### config.mk
export PLATFORM = sky130hd
export DESIGN_NAME = br_resolver
export DESIGN_NICKNAME = d
export VERILOG_FILES = /design/src/rtl/br_resolver.sv
export SDC_FILE = /design/constraint.sdc
export NUM_CORES = 1
export LEC_CHECK = 0
export CELL_PAD_IN_SITES_DETAIL_PLACEMENT = 1
export CELL_PAD_IN_SITES_GLOBAL_PLACEMENT = 2
export CORE_MARGIN = 3
export CORE_UTILIZATION = 30
export DETAILED_ROUTE_END_ITERATION = 12
export PLACE_DENSITY_LB_ADDON = 0.2
export RECOVER_POWER = 100
export SLEW_MARGIN = 20
export SYNTH_ARGS = -nofsm -noshare
export SYNTH_HDL_FRONTEND = slang
export SYNTH_SLANG_ARGS = --single-unit
### constraint.sdc
create_clock -name cpu_clk -period 4.9 [get_ports cpu_clk]
set_input_delay 0.98 -clock cpu_clk [delete_from_list [all_inputs] [get_ports cpu_clk]]
set_output_delay 0.98 -clock cpu_clk [all_outputs]
set_load 0.05 [all_outputs]
### src/rtl/br_resolver.sv
// ---------------------------------------------------------------------------
// br_resolver
//
// This block resolves conditional branches. It keeps a small shadow copy of
// the fetch-time branch prediction for the instructions in ID and EX. When
// EX reports the real branch outcome, the block:
//   - tells the predictor to update (exactly once per branch), and
//   - on a mispredict, raises a one-cycle flush and a corrected fetch PC.
//
// Optional feature: define the macro BR_STATS_EN to add saturating
// resolved-branch and mispredict counters (br_cnt / miss_cnt ports).
//
// Ports:
//   cpu_clk         in   1   core clock
//   cpu_rst         in   1   asynchronous active-high reset
//   if_valid        in   1   IF holds a valid instruction
//   if_is_B         in   1   IF instruction predecoded as conditional branch
//   if_pre_br       in   1   predictor output sampled in IF (1 = taken)
//   if_pc           in  32   PC of the IF instruction
//   pipe_stall      in   1   hold IF/ID and ID/EX this cycle
//   ex_is_B         in   1   EX decoded a conditional branch
//   ex_real_br      in   1   EX branch outcome (1 = taken)
//   ex_br_target    in  32   EX computed branch target
//   is_B            out  1   predictor update enable
//   real_br         out  1   predictor update outcome
//   flush           out  1   one-cycle pulse: squash IF/ID and ID/EX
//   redirect_valid  out  1   redirect_pc is valid (same as flush)
//   redirect_pc     out 32   corrected fetch PC
//   br_cnt          out 32   resolved-branch count   (BR_STATS_EN only)
//   miss_cnt        out 32   mispredict count        (BR_STATS_EN only)
// ---------------------------------------------------------------------------
module br_resolver (
    input  logic        cpu_clk,
    input  logic        cpu_rst,
    input  logic        if_valid,
    input  logic        if_is_B,
    input  logic        if_pre_br,
    input  logic [31:0] if_pc,
    input  logic        pipe_stall,
    input  logic        ex_is_B,
    input  logic        ex_real_br,
    input  logic [31:0] ex_br_target,
    output logic        is_B,
    output logic        real_br,
    output logic        flush,
    output logic        redirect_valid,
    output logic [31:0] redirect_pc
`ifdef BR_STATS_EN
    ,
    output logic [31:0] br_cnt,
    output logic [31:0] miss_cnt
`endif
);

    typedef struct packed {
        logic        valid;
        logic        is_b;
        logic        pre_br;
        logic [31:0] pc;
    } slot_t;

    slot_t s_id;
    slot_t s_ex;

    logic pred;
    logic resolve;
    logic mispredict;

    // A non-branch in IF never looks "taken" from the predictor's side, so
    // the prediction is masked by the fetch-time predecode bit.
    assign pred = s_ex.is_b & s_ex.pre_br;

    // A branch only resolves when it is really in EX (valid shadow slot) and
    // the pipeline is moving; while stalled, EX will present the same branch
    // again, so resolving now would update the predictor twice.
    assign resolve    = s_ex.valid & ex_is_B & ~pipe_stall;
    assign mispredict = resolve & (ex_real_br != pred);

    assign is_B           = resolve;
    assign real_br        = ex_real_br;
    assign redirect_valid = flush;

    // Shadow slots track the pipeline registers. A mispredict squashes both
    // younger instructions; otherwise they advance unless the pipe stalls.
    // During the flush cycle itself the slots load normally, picking up the
    // redirected fetch.
    always_ff @(posedge cpu_clk or posedge cpu_rst) begin
        if (cpu_rst) begin
            s_id <= '0;
            s_ex <= '0;
        end else if (mispredict) begin
            s_id.valid <= 1'b0;
            s_ex.valid <= 1'b0;
        end else if (!pipe_stall) begin
            s_ex <= s_id;
            s_id <= '{valid: if_valid, is_b: if_is_B, pre_br: if_pre_br, pc: if_pc};
        end
    end

    // Flush pulse and corrected PC are captured on the mispredict edge.
    // redirect_pc keeps its last value between flushes. The not-taken fall
    // through address wraps naturally in 32-bit arithmetic.
    always_ff @(posedge cpu_clk or posedge cpu_rst) begin
        if (cpu_rst) begin
            flush       <= 1'b0;
            redirect_pc <= '0;
        end else begin
            flush <= mispredict;
            if (mispredict) begin
                redirect_pc <= ex_real_br ? ex_br_target : (s_ex.pc + 32'd4);
            end
        end
    end

`ifdef BR_STATS_EN
    // Statistics counters saturate instead of wrapping so long runs never
    // report a misleadingly small count.
    always_ff @(posedge cpu_clk or posedge cpu_rst) begin
        if (cpu_rst) begin
            br_cnt   <= '0;
            miss_cnt <= '0;
        end else begin
            if (resolve && (br_cnt != 32'hFFFF_FFFF)) begin
                br_cnt <= br_cnt + 32'd1;
            end
            if (mispredict && (miss_cnt != 32'hFFFF_FFFF)) begin
                miss_cnt <= miss_cnt + 32'd1;
            end
        end
    end
`endif

endmodule

==> results.ini, run 1 <==
[critical_path]
crit_path_frequent_cell = dlygate4sd3_1
crit_path_start_kind = input port
path_class = in2out
cp_cell_sequence = dlygate4sd3_1, buf_4, dlygate4sd3_1
cp_top_family = buffers and inverters
cp_slowest_cell = dlygate4sd3_1
worst_setup_path_end_kind = output pin
cp_data_required_time_ps = 3920
slowest_delay_ps = 940
crit_path_max_fanout = 36
arrival_ps = 2840
cp_num_buf_inv = 3

[clock_tree]
ctsResizeCount = 0
cts_tree = done
cts_buffers = 9
insertion_delay_ps = 350
clk_pin_slew_worst_paths_ps = 60
cts-hold-fix-buffers = 0
root_buffer = clkbuf_16
cts_setup_buffers = 0
htreeDepth = 3
cts.sinks = 103
clockBufferDepth = 2

[sta]
fmax_mhz = 262
setup_viol = 0
tns_ps = 0
slew_headroom_pct = 28.1
rsz0062_at_grt = false
finalHoldViolCount = 0
finalCritPeriodShare_pct = 77.9
tightest_slew_ps = 1080
layout_min_cycle_time_ps = 3820
slew_violations = 0
skew_ps = 5.30

[logic_synthesis]
async_flop_share_pct = 100
synth_edf_count = 0
synthTopCellsByCount = dfrtp_1 (103), mux2_2 (68), nand2_1 (33)
syn-cell-area_sq_mm = 0.00469
synth_nets = 480
postSynthAreaPerCell_sq_um = 11.5
synth_seq_area_share_pct = 54.9
synth_area_leaders = dfrtp_1 (55%), mux2_2 (16%), xnor2_1 (3.5%)
synth_top_area_cell = dfrtp_1
yosys.area.top_type_share_pct = 54.9
synth_seq_cells = 103
synth-main-ff-cell = dfrtp_1
synth_most_common_cell = dfrtp_1
yosysWarnings = 0
synth.distinct_cells = 35
synthCells = 407

[run]
maxCapViolations = 0

[pwr]
p_sw_share_pct = 39.0
p_switching_uw = 1200
pwr-share-comb_pct = 37.1
internal-power_uw = 1870
pwr-share-seq_pct = 40.2
p_per_area_mw_per_mm2 = 493
power_uw = 3080
ir_drop_v = 0.000197
power.leakage_uw = 0.00252
power_frac_clock_pct = 22.7

[floorplanning]
die_y_microns = 131
start_util_pct = 30.8
num_rows = 45
fp.coreArea_sq_mm = 0.0153
die-area_sq_mm = 0.0172
io_pins = 108
die_x_microns = 131

[global_routing]
grt_overflow = 0
grt_max_degree = 84
busiest_layer = met2
grt_pass1_wl_microns = 19400
grt_use_met1_pct = 20.3
grt_usage_pct = 14.8
grt_pass1_vias = 3548
grt_use_met3_pct = 3.12
antenna_found_initial = 0
use_met2_pct = 23.0

[cells_and_area]
stdcell_area_sq_mm = 0.00624
antenna_cells = 0
fin_cells = 720
final_nets = 578
drive_gt1_share_pct = 17.9
area_delta_synth_final_pct = 33.0
nFillCells = 1677

[drt]
final_antenna_net_count = 0
drc = 0
dr.pass1.iters = 4
dr.first_iter.drc_count = 181
routedWlPerCell_microns = 16.9
wirelength_microns = 12200
viasPerCell = 4.71
num_vias = 3393

[placement]
dpl.cell_count = 705
portBuffers = 107
place_area_sq_mm = 0.00597
routabilityCongestion = 0.734
place_hpwl_microns = 9130

[hold_path]
hold_path_class = reg2reg

[outcome]
status = finished, final reports clean

## per-layer routing
layer,vias up,share of wire [%]
met3,10,5.1
met2,77,46
met1,1670,47
met4,0,1.4
li1,1636,-
met5,-,0
## kinds of logic (layout without fill, tap and decap cells)
family | after synthesis | after routing | share of synthesized area, %
buffers and inverters | 32 | 134 | 3.09
adders and majority gates | 1 | 1 | 0.267
DFF | 103 | 103 | 54.9
and+or+nand+nor | 105 | 105 | 11.1
AOI/OAI and AO/OA | 65 | 65 | 7.95
xor gates and xnor gates | 28 | 28 | 5.23
muxes | 73 | 73 | 17.4
## metrics by stage
step | utilization, % | hold slack (ps) | setup slack (ps)
2_1_floorplan | - | 452 | 1220
3_5_place_dp | 39.1 | 473 | 1070
5_1_grt | 40.9 | 519 | 780
6_report | 40.9 | 475 | 1080
3_3_place_gp | 39.1 | 462 | 1140
4_1_cts | 41.0 | 487 | 1190
## layout by cell type, fill, tap and decap left out, drive strengths merged
master / synthesis / routed
dfrtp: 103 / 103
clkdlybuf4s50: 0 / 69
mux2: 68 / 68
dlygate4sd3: 0 / 38
nand2: 33 / 33
o21ai: 29 / 29
nor2: 23 / 23
xnor2: 19 / 19
a21oi: 15 / 15
nand3: 14 / 14
clkbuf: 13 / 14
nand4: 13 / 13
o22ai: 10 / 10
xor2: 9 / 9
nor3: 7 / 7
inv: 6 / 7
and3: 5 / 5
mux2i: 5 / 5
o211ai: 4 / 4
buf: 13 / 4
and4: 3 / 3
a22o: 3 / 3
a22oi: 3 / 3
nor4: 3 / 3
and2: 2 / 2
a21o: 1 / 1
or3: 1 / 1
or4: 1 / 1
ha: 1 / 1
clkinv: 0 / 1
bufinv: 0 / 1
## registers in the layout (all words and copies together), names as in the netlist
signal / cells
s_ex: 35
s_id: 35
redirect_pc: 32
flush: 1
## final timing paths
| kind | start | endpoint | slack (ps) | cells past startpoint |
|---|---|---|---|---|
| min reg2reg | redirect_pc[2] | redirect_pc[2] | 470 | 2 |
| max reg2reg | s_ex[33] | s_ex[19] | 2080 | 8 |
| min | redirect_pc[2] | redirect_pc[2] | 470 | 2 |
| min in group asynchronous | cpu_rst | s_id[4] | 1270 | 2 |
| max | ex_real_br | real_br | 1080 | 3 |
| max in group asynchronous | cpu_rst | s_ex[15] | 2180 | 3 |
## power groups by stage
stage | registers, uW | clock network [uW] | logic (uW)
final | 1240 | 698 | 1140
after global routing | 1270 | 760 | 1210
after CTS | 1250 | 722 | 1200
after detailed placement | 1260 | 0 | 1200
after global placement | 1250 | 0 | 1190
after floorplan | 1670 | 0 | 332
## worst min-delay path, stage by stage (launching register included)
cell	delay [ps]
dfrtp_1	340
nand2_1	40
o21ai_0	60
## layout make-up
cell class                 count  area [sq um]  share of cell area, %
clock inverter                 3          43.8                  0.702
timing repair buffer         113          1120                   18.0
multi-input combinational    272          1970                   31.6
clock buffer                  12           236                   3.79
tap                          211           264                   4.23
inverter                       6          27.5                  0.441
sequential                   103          2580                   41.3
Power figures use the tool's default switching activity.
==> run 2, diff against run 1 <==
- clock period: 4.9 -> 3.6 ns (I/O delays scaled with it)
==> run 2 against run 1 <==
Net effect: the flow now finishes with violations (capacitance limit, slew limit); largest power group unchanged; total power is 34% higher; first-iteration DRC count is 6.6% lower; via count up 0.24%; critical endpoint is now is_B.
==> results.ini, run 2 (synthesis gave the netlist of run 1 again) <==
[outcome]
status = finished with violations
violations = capacitance limit, slew limit

[cells_and_area]
stdcell_area_sq_mm = 0.00624  ; about the same
nFillCells = 1650  ; -1.6%
final_common_cell = dfrtp_1
area_delta_synth_final_pct = 33.0  ; about the same
drive_gt1_share_pct = 18.7  ; +0.79 points
fin_cells = 720  ; unchanged
largestRegisters = s_ex: 35 flops, s_id: 35 flops, redirect_pc: 32 flops
antenna_cells = 0  ; unchanged
final_cell_mix = dfrtp_1 (103), clkdlybuf4s50_1 (69), mux2_2 (68)
final_nets = 578  ; unchanged

[critical_path]
crit_path_max_fanout = 7  ; -81%
cp_cell_sequence = dlygate4sd3_1, nor2_1, dlygate4sd3_1
reg2reg_to = redirect_pc[3]
reg2reg_from = s_ex[33]
crit_path_frequent_cell = dlygate4sd3_1
cp_slowest_cell = dlygate4sd3_1
slowest_delay_ps = 900  ; -40 ps
r2r_setup_slack_ps = 890  ; -1190 ps
worst_setup_path_end_kind = output pin
arrival_ps = 2490  ; -350 ps
cp_num_buf_inv = 2  ; -1
path_class = in2out
crit_path_start_kind = input port
cp_top_family = buffers and inverters
reg2reg_depth = 5  ; -3
cp_data_required_time_ps = 2880  ; -1040 ps

[drt]
route.met2.wl_microns = 5510  ; -1.7%
dr.first_iter.drc_count = 169  ; -6.6%
met1Wirelength_microns = 5880  ; +1.9%
wl_met3_microns = 589  ; -5.5%
viasPerCell = 4.72  ; +0.24%
drc = 0  ; unchanged
dr.pass1.iters = 4  ; unchanged
routedWlPerCell_microns = 16.8  ; -0.56%
dr.max_layer_used = met4
wirelength_microns = 12100  ; -0.56%
final_antenna_net_count = 0  ; unchanged
num_vias = 3401  ; +0.24%

[clock_tree]
cts_buffers = 9  ; unchanged
clockBufferDepth = 2  ; unchanged
clk_pin_slew_worst_paths_ps = 70  ; about the same
cts_tree = done
htreeDepth = 3  ; unchanged
cts_setup_buffers = 0  ; unchanged
insertion_delay_ps = 350  ; about the same
root_buffer = clkbuf_16
cts-hold-fix-buffers = 0  ; unchanged
ctsResizeCount = 0  ; unchanged
cts.sinks = 103  ; unchanged

[sta]
finalCritPeriodShare_pct = 89.3
skew_ps = 6.08  ; +0.780 ps
whs_ps = 476  ; +1.49 ps
slew_violations = 84  ; +84
rsz0062_at_grt = false
fmax_mhz = 311
tns_ps = 0  ; unchanged
slew_headroom_pct = -38.4  ; -67 points
tightest_slew_ps = 2070  ; +986 ps
layout_min_cycle_time_ps = 3210
setup_viol = 0  ; unchanged
finalHoldViolCount = 0  ; unchanged

[floorplanning]
num_rows = 45  ; unchanged
die_y_microns = 131  ; unchanged
start_util_pct = 30.8  ; unchanged
fp.coreArea_sq_mm = 0.0153  ; unchanged
io_pins = 108  ; unchanged
die_x_microns = 131  ; unchanged
die-area_sq_mm = 0.0172  ; unchanged

[placement]
place_area_sq_mm = 0.00599  ; +0.38%
dpl.cell_count = 705  ; unchanged
routabilityCongestion = 0.768  ; +4.7%
portBuffers = 107  ; unchanged
place_hpwl_microns = 8950  ; -2.0%

[global_routing]
grt_pass1_vias = 3533  ; -0.42%
grt_max_degree = 69  ; -18%
grt_overflow = 0  ; unchanged
grt_usage_pct = 14.7  ; -0.052 points
grt_pass1_wl_microns = 19200  ; -0.89%
antenna_found_initial = 0  ; unchanged

[pwr]
p_per_area_mw_per_mm2 = 663  ; +35%
ir_drop_v = 0.000252  ; +28%
power.leakage_uw = 0.00253  ; +0.25%

[hold_path]
whs_endpoint = redirect_pc[10]
hold_start = redirect_pc[10]
min_path_cells = 2  ; unchanged
hold_path_class = reg2reg

[run]
maxCapViolations = 2  ; +2

run 2: cell type report:
cell class                 instances  area (sq um)  share of cell area, %
sequential                       103          2580                   41.3
multi-input combinational        272          1970                   31.6
timing repair buffer             113          1130                   18.2
tap                              211           264                   4.23
clock buffer                       9           225                   3.61
clock inverter                     6          45.0                  0.722
inverter                           6          23.8                  0.381
run 2: per-layer routing:
metal	vias to the layer above	GRT usage, %
li1	1638	-
met1	1677	21.1
met2	76	22.0
met3	10	3.44
met4	0	4.72
met5	-	0
run 2: power breakdown:
| group | internal, uW | switching, uW | leakage, uW |
|---|---|---|---|
| combinational | 561 | 996 | 0.00117 |
| clock | 470 | 435 | 0.000136 |
| sequential | 1450 | 220 | 0.00122 |
| total | 2480 | 1650 | 0.00253 |
run 2: worst max path at each step:
| stage | startpoint | to | slack (ps) | cells after the start |
|---|---|---|---|---|
| after floorplan | cpu_rst | flush | 180 | 1 |
| after global placement | pipe_stall | is_B | 590 | 3 |
| after detailed placement | pipe_stall | is_B | 520 | 3 |
| after CTS | pipe_stall | is_B | 510 | 3 |
| after global routing | pipe_stall | redirect_pc[0] | 300 | 5 |
| final | pipe_stall | is_B | 390 | 3 |
run 2: stage by stage:
stage | utilization, % | power [uW] | setup slack [ps]
detailed placement | 39.3 | 3360 | 521
finish | 40.9 | 4140 | 386
floorplan | - | 2720 | 176
global route | 40.9 | 4380 | 296
CTS | 41.0 | 4290 | 513
global placement | 39.3 | 3320 | 587
run 2: worst reg2reg max path, delay by kind of cell, from the launching register on:
kind	cells	cell delay [ps]
AOI/OAI and AO/OA	1	320
xor gates and xnor gates	1	180
buffers and inverters	1	1250
DFF	1	380
and+or+nand+nor	2	390
==> run 3, diff against run 2 <==
- REMOVE_ABC_BUFFERS: unset -> 1
==> run 3 against run 2 <==
Net effect: the run now ends clean; wire length grew 2.6%; via count rose by 0.97%; die area stayed put; non-clock buffer count unchanged; cell count grew 0.14%; critical path depth stayed put.
==> results.ini, run 3 (synthesis gave the netlist of run 1 again) <==
[sta]
finalCritPeriodShare_pct = 87.6  ; -1.7 points
skew_ps = 7.44  ; +1.37 ps
finalHoldViolCount = 0  ; unchanged
layout_min_cycle_time_ps = 3150  ; -61.1 ps
fmax_mhz = 317  ; +1.9%
slew_headroom_pct = 27.0  ; +65 points
whs_ps = 477  ; +1.24 ps
tns_ps = 0  ; unchanged
tightest_slew_ps = 1100  ; -970 ps
setup_viol = 0  ; unchanged
rsz0062_at_grt = false
slew_violations = 0  ; -100%

[placement]
routabilityCongestion = 0.749  ; -2.5%
dpl.cell_count = 705  ; unchanged
portBuffers = 107  ; unchanged
place_area_sq_mm = 0.00599  ; unchanged
place_hpwl_microns = 8940  ; -0.20%

[drt]
dr.pass1.iters = 4  ; unchanged
wirelength_microns = 12400  ; +2.6%
final_antenna_net_count = 0  ; unchanged
drc = 0  ; unchanged
num_vias = 3434  ; +0.97%
viasPerCell = 4.76  ; +0.83%
dr.first_iter.drc_count = 142  ; -16%
routedWlPerCell_microns = 17.2  ; +2.5%

[cells_and_area]
drive_gt1_share_pct = 18.0  ; -0.62 points
area_delta_synth_final_pct = 33.3
nFillCells = 1687  ; +2.2%
fin_cells = 721  ; +0.14%
antenna_cells = 0  ; unchanged
largestRegisters = s_ex: 35 flops, s_id: 35 flops, redirect_pc: 32 flops
area.sequential_sq_mm = 0.00258  ; unchanged
multi_input_area_sq_mm = 0.00196  ; -0.63%
final_common_cell = dfrtp_1
final_nets = 578  ; unchanged
stdcell_area_sq_mm = 0.00625  ; +0.26%
final_cell_mix = dfrtp_1 (103), clkdlybuf4s50_1 (69), mux2_2 (68)

[pwr]
power_uw = 4290  ; +3.6%
ir_drop_v = 0.000263  ; +4.0%
power.leakage_uw = 0.00254  ; +0.52%
pwr-share-comb_pct = 35.9  ; -1.7 points
power_frac_clock_pct = 24.8  ; +2.9 points
p_switching_uw = 1630  ; -1.3%
internal-power_uw = 2660  ; +6.9%
pwr-share-seq_pct = 39.3  ; -1.2 points
p_sw_share_pct = 38.0  ; -1.9 points
p_per_area_mw_per_mm2 = 685  ; +3.4%

[clock_tree]
cts_tree = done
htreeDepth = 3  ; unchanged
clockBufferDepth = 2  ; unchanged
ctsResizeCount = 0  ; unchanged
cts_setup_buffers = 0  ; unchanged
clk_pin_slew_worst_paths_ps = 60  ; about the same
cts-hold-fix-buffers = 0  ; unchanged
cts_buffers = 9  ; unchanged
root_buffer = clkbuf_16
insertion_delay_ps = 350  ; about the same
cts.sinks = 103  ; unchanged

[critical_path]
reg2reg_from = s_ex[16]
r2r_setup_slack_ps = 1110  ; +220 ps
worstSetupStartpoint = pipe_stall
reg2reg_to = redirect_pc[29]
crit_path_max_fanout = 7  ; unchanged
reg2reg_depth = 5  ; unchanged
endpoint = is_B
path_class = in2out
cp_cell_sequence = clkdlybuf4s50_1, nor2_1, dlygate4sd3_1
arrival_ps = 2430  ; -60 ps
crit_path_start_kind = input port
worst_setup_path_end_kind = output pin
slowest_delay_ps = 910  ; about the same
cp_data_required_time_ps = 2880  ; about the same
cp_slowest_cell = dlygate4sd3_1

[global_routing]
grt_max_degree = 69  ; unchanged
grt_pass1_wl_microns = 19900  ; +3.7%
grt_pass1_vias = 3639  ; +3.0%
grt_overflow = 0  ; unchanged
grt_usage_pct = 15.2  ; +0.48 points
antenna_found_initial = 0  ; unchanged

[floorplanning]
start_util_pct = 30.8  ; unchanged
io_pins = 108  ; unchanged
num_rows = 45  ; unchanged
die_x_microns = 131  ; unchanged
fp.coreArea_sq_mm = 0.0153  ; unchanged
die-area_sq_mm = 0.0172  ; unchanged
die_y_microns = 131  ; unchanged

[outcome]
status = finished, final reports clean

[run]
maxCapViolations = 0  ; -2

[hold_path]
hold_path_class = reg2reg

run 3: cell types whose count changed in the layout (fill, tap and decap cells not counted), sizes merged:
cell      before  now
clkbuf        12   17
clkinv         4    1
bufinv         0    2
buf            4    3
clkinvlp       1    0
inv            7    6
run 3: layout make-up:
type,instances,share of cell area (%)
Sequential cell,103,41.2
Multi-Input combinational cell,272,31.3
Timing Repair Buffer,113,17.7
Tap cell,211,4.22
Clock buffer,13,4.16
Clock inverter,3,1.04
Inverter,6,0.400
run 3: worst max-delay path, delay by kind of cell:
kind	cells	cell delay, ps
buffers and inverters	2	1460
and+or+nand+nor	1	260
run 3: power groups by stage:
stage               sequential, uW  combinational, uW  clock (uW)
floorplan                     2280                429           0
global placement              1710               1610           0
detailed placement            1720               1640           0
CTS                           1700               1640        1100
global route                  1730               1650        1140
finish                        1680               1540        1060
run 3: through the flow:
stage	util [%]	worst slack (ps)
3_3_place_gp	39.3	554
5_1_grt	41.0	402
6_report	41.0	447
3_5_place_dp	39.3	507
4_1_cts	41.4	499
2_1_floorplan	-	-784
run 3: how the worst min path moves through the flow:
| stage | startpoint | to | slack (ps) | depth (start not counted) |
|---|---|---|---|---|
| final | redirect_pc[5] | redirect_pc[5] | 480 | 2 |
| after global routing | redirect_pc[8] | redirect_pc[8] | 510 | 2 |
| after CTS | redirect_pc[5] | redirect_pc[5] | 490 | 2 |
| after detailed placement | redirect_pc[23] | redirect_pc[23] | 470 | 2 |
| after global placement | redirect_pc[1] | redirect_pc[1] | 460 | 2 |
| after floorplan | s_id[34] | s_id[34] | 450 | 2 |
run 3: metal layers:
layer / share of wire, % / wire (microns) / track usage, % / vias to the layer above
li1: - / - / - / 1629
met1: 47 / 5790 / 20.7 / 1731
met2: 48 / 6000 / 24.7 / 62
met3: 3.5 / 431 / 2.11 / 12
met4: 1.6 / 204 / 5.63 / 0
met5: 0 / 0 / 0 / -
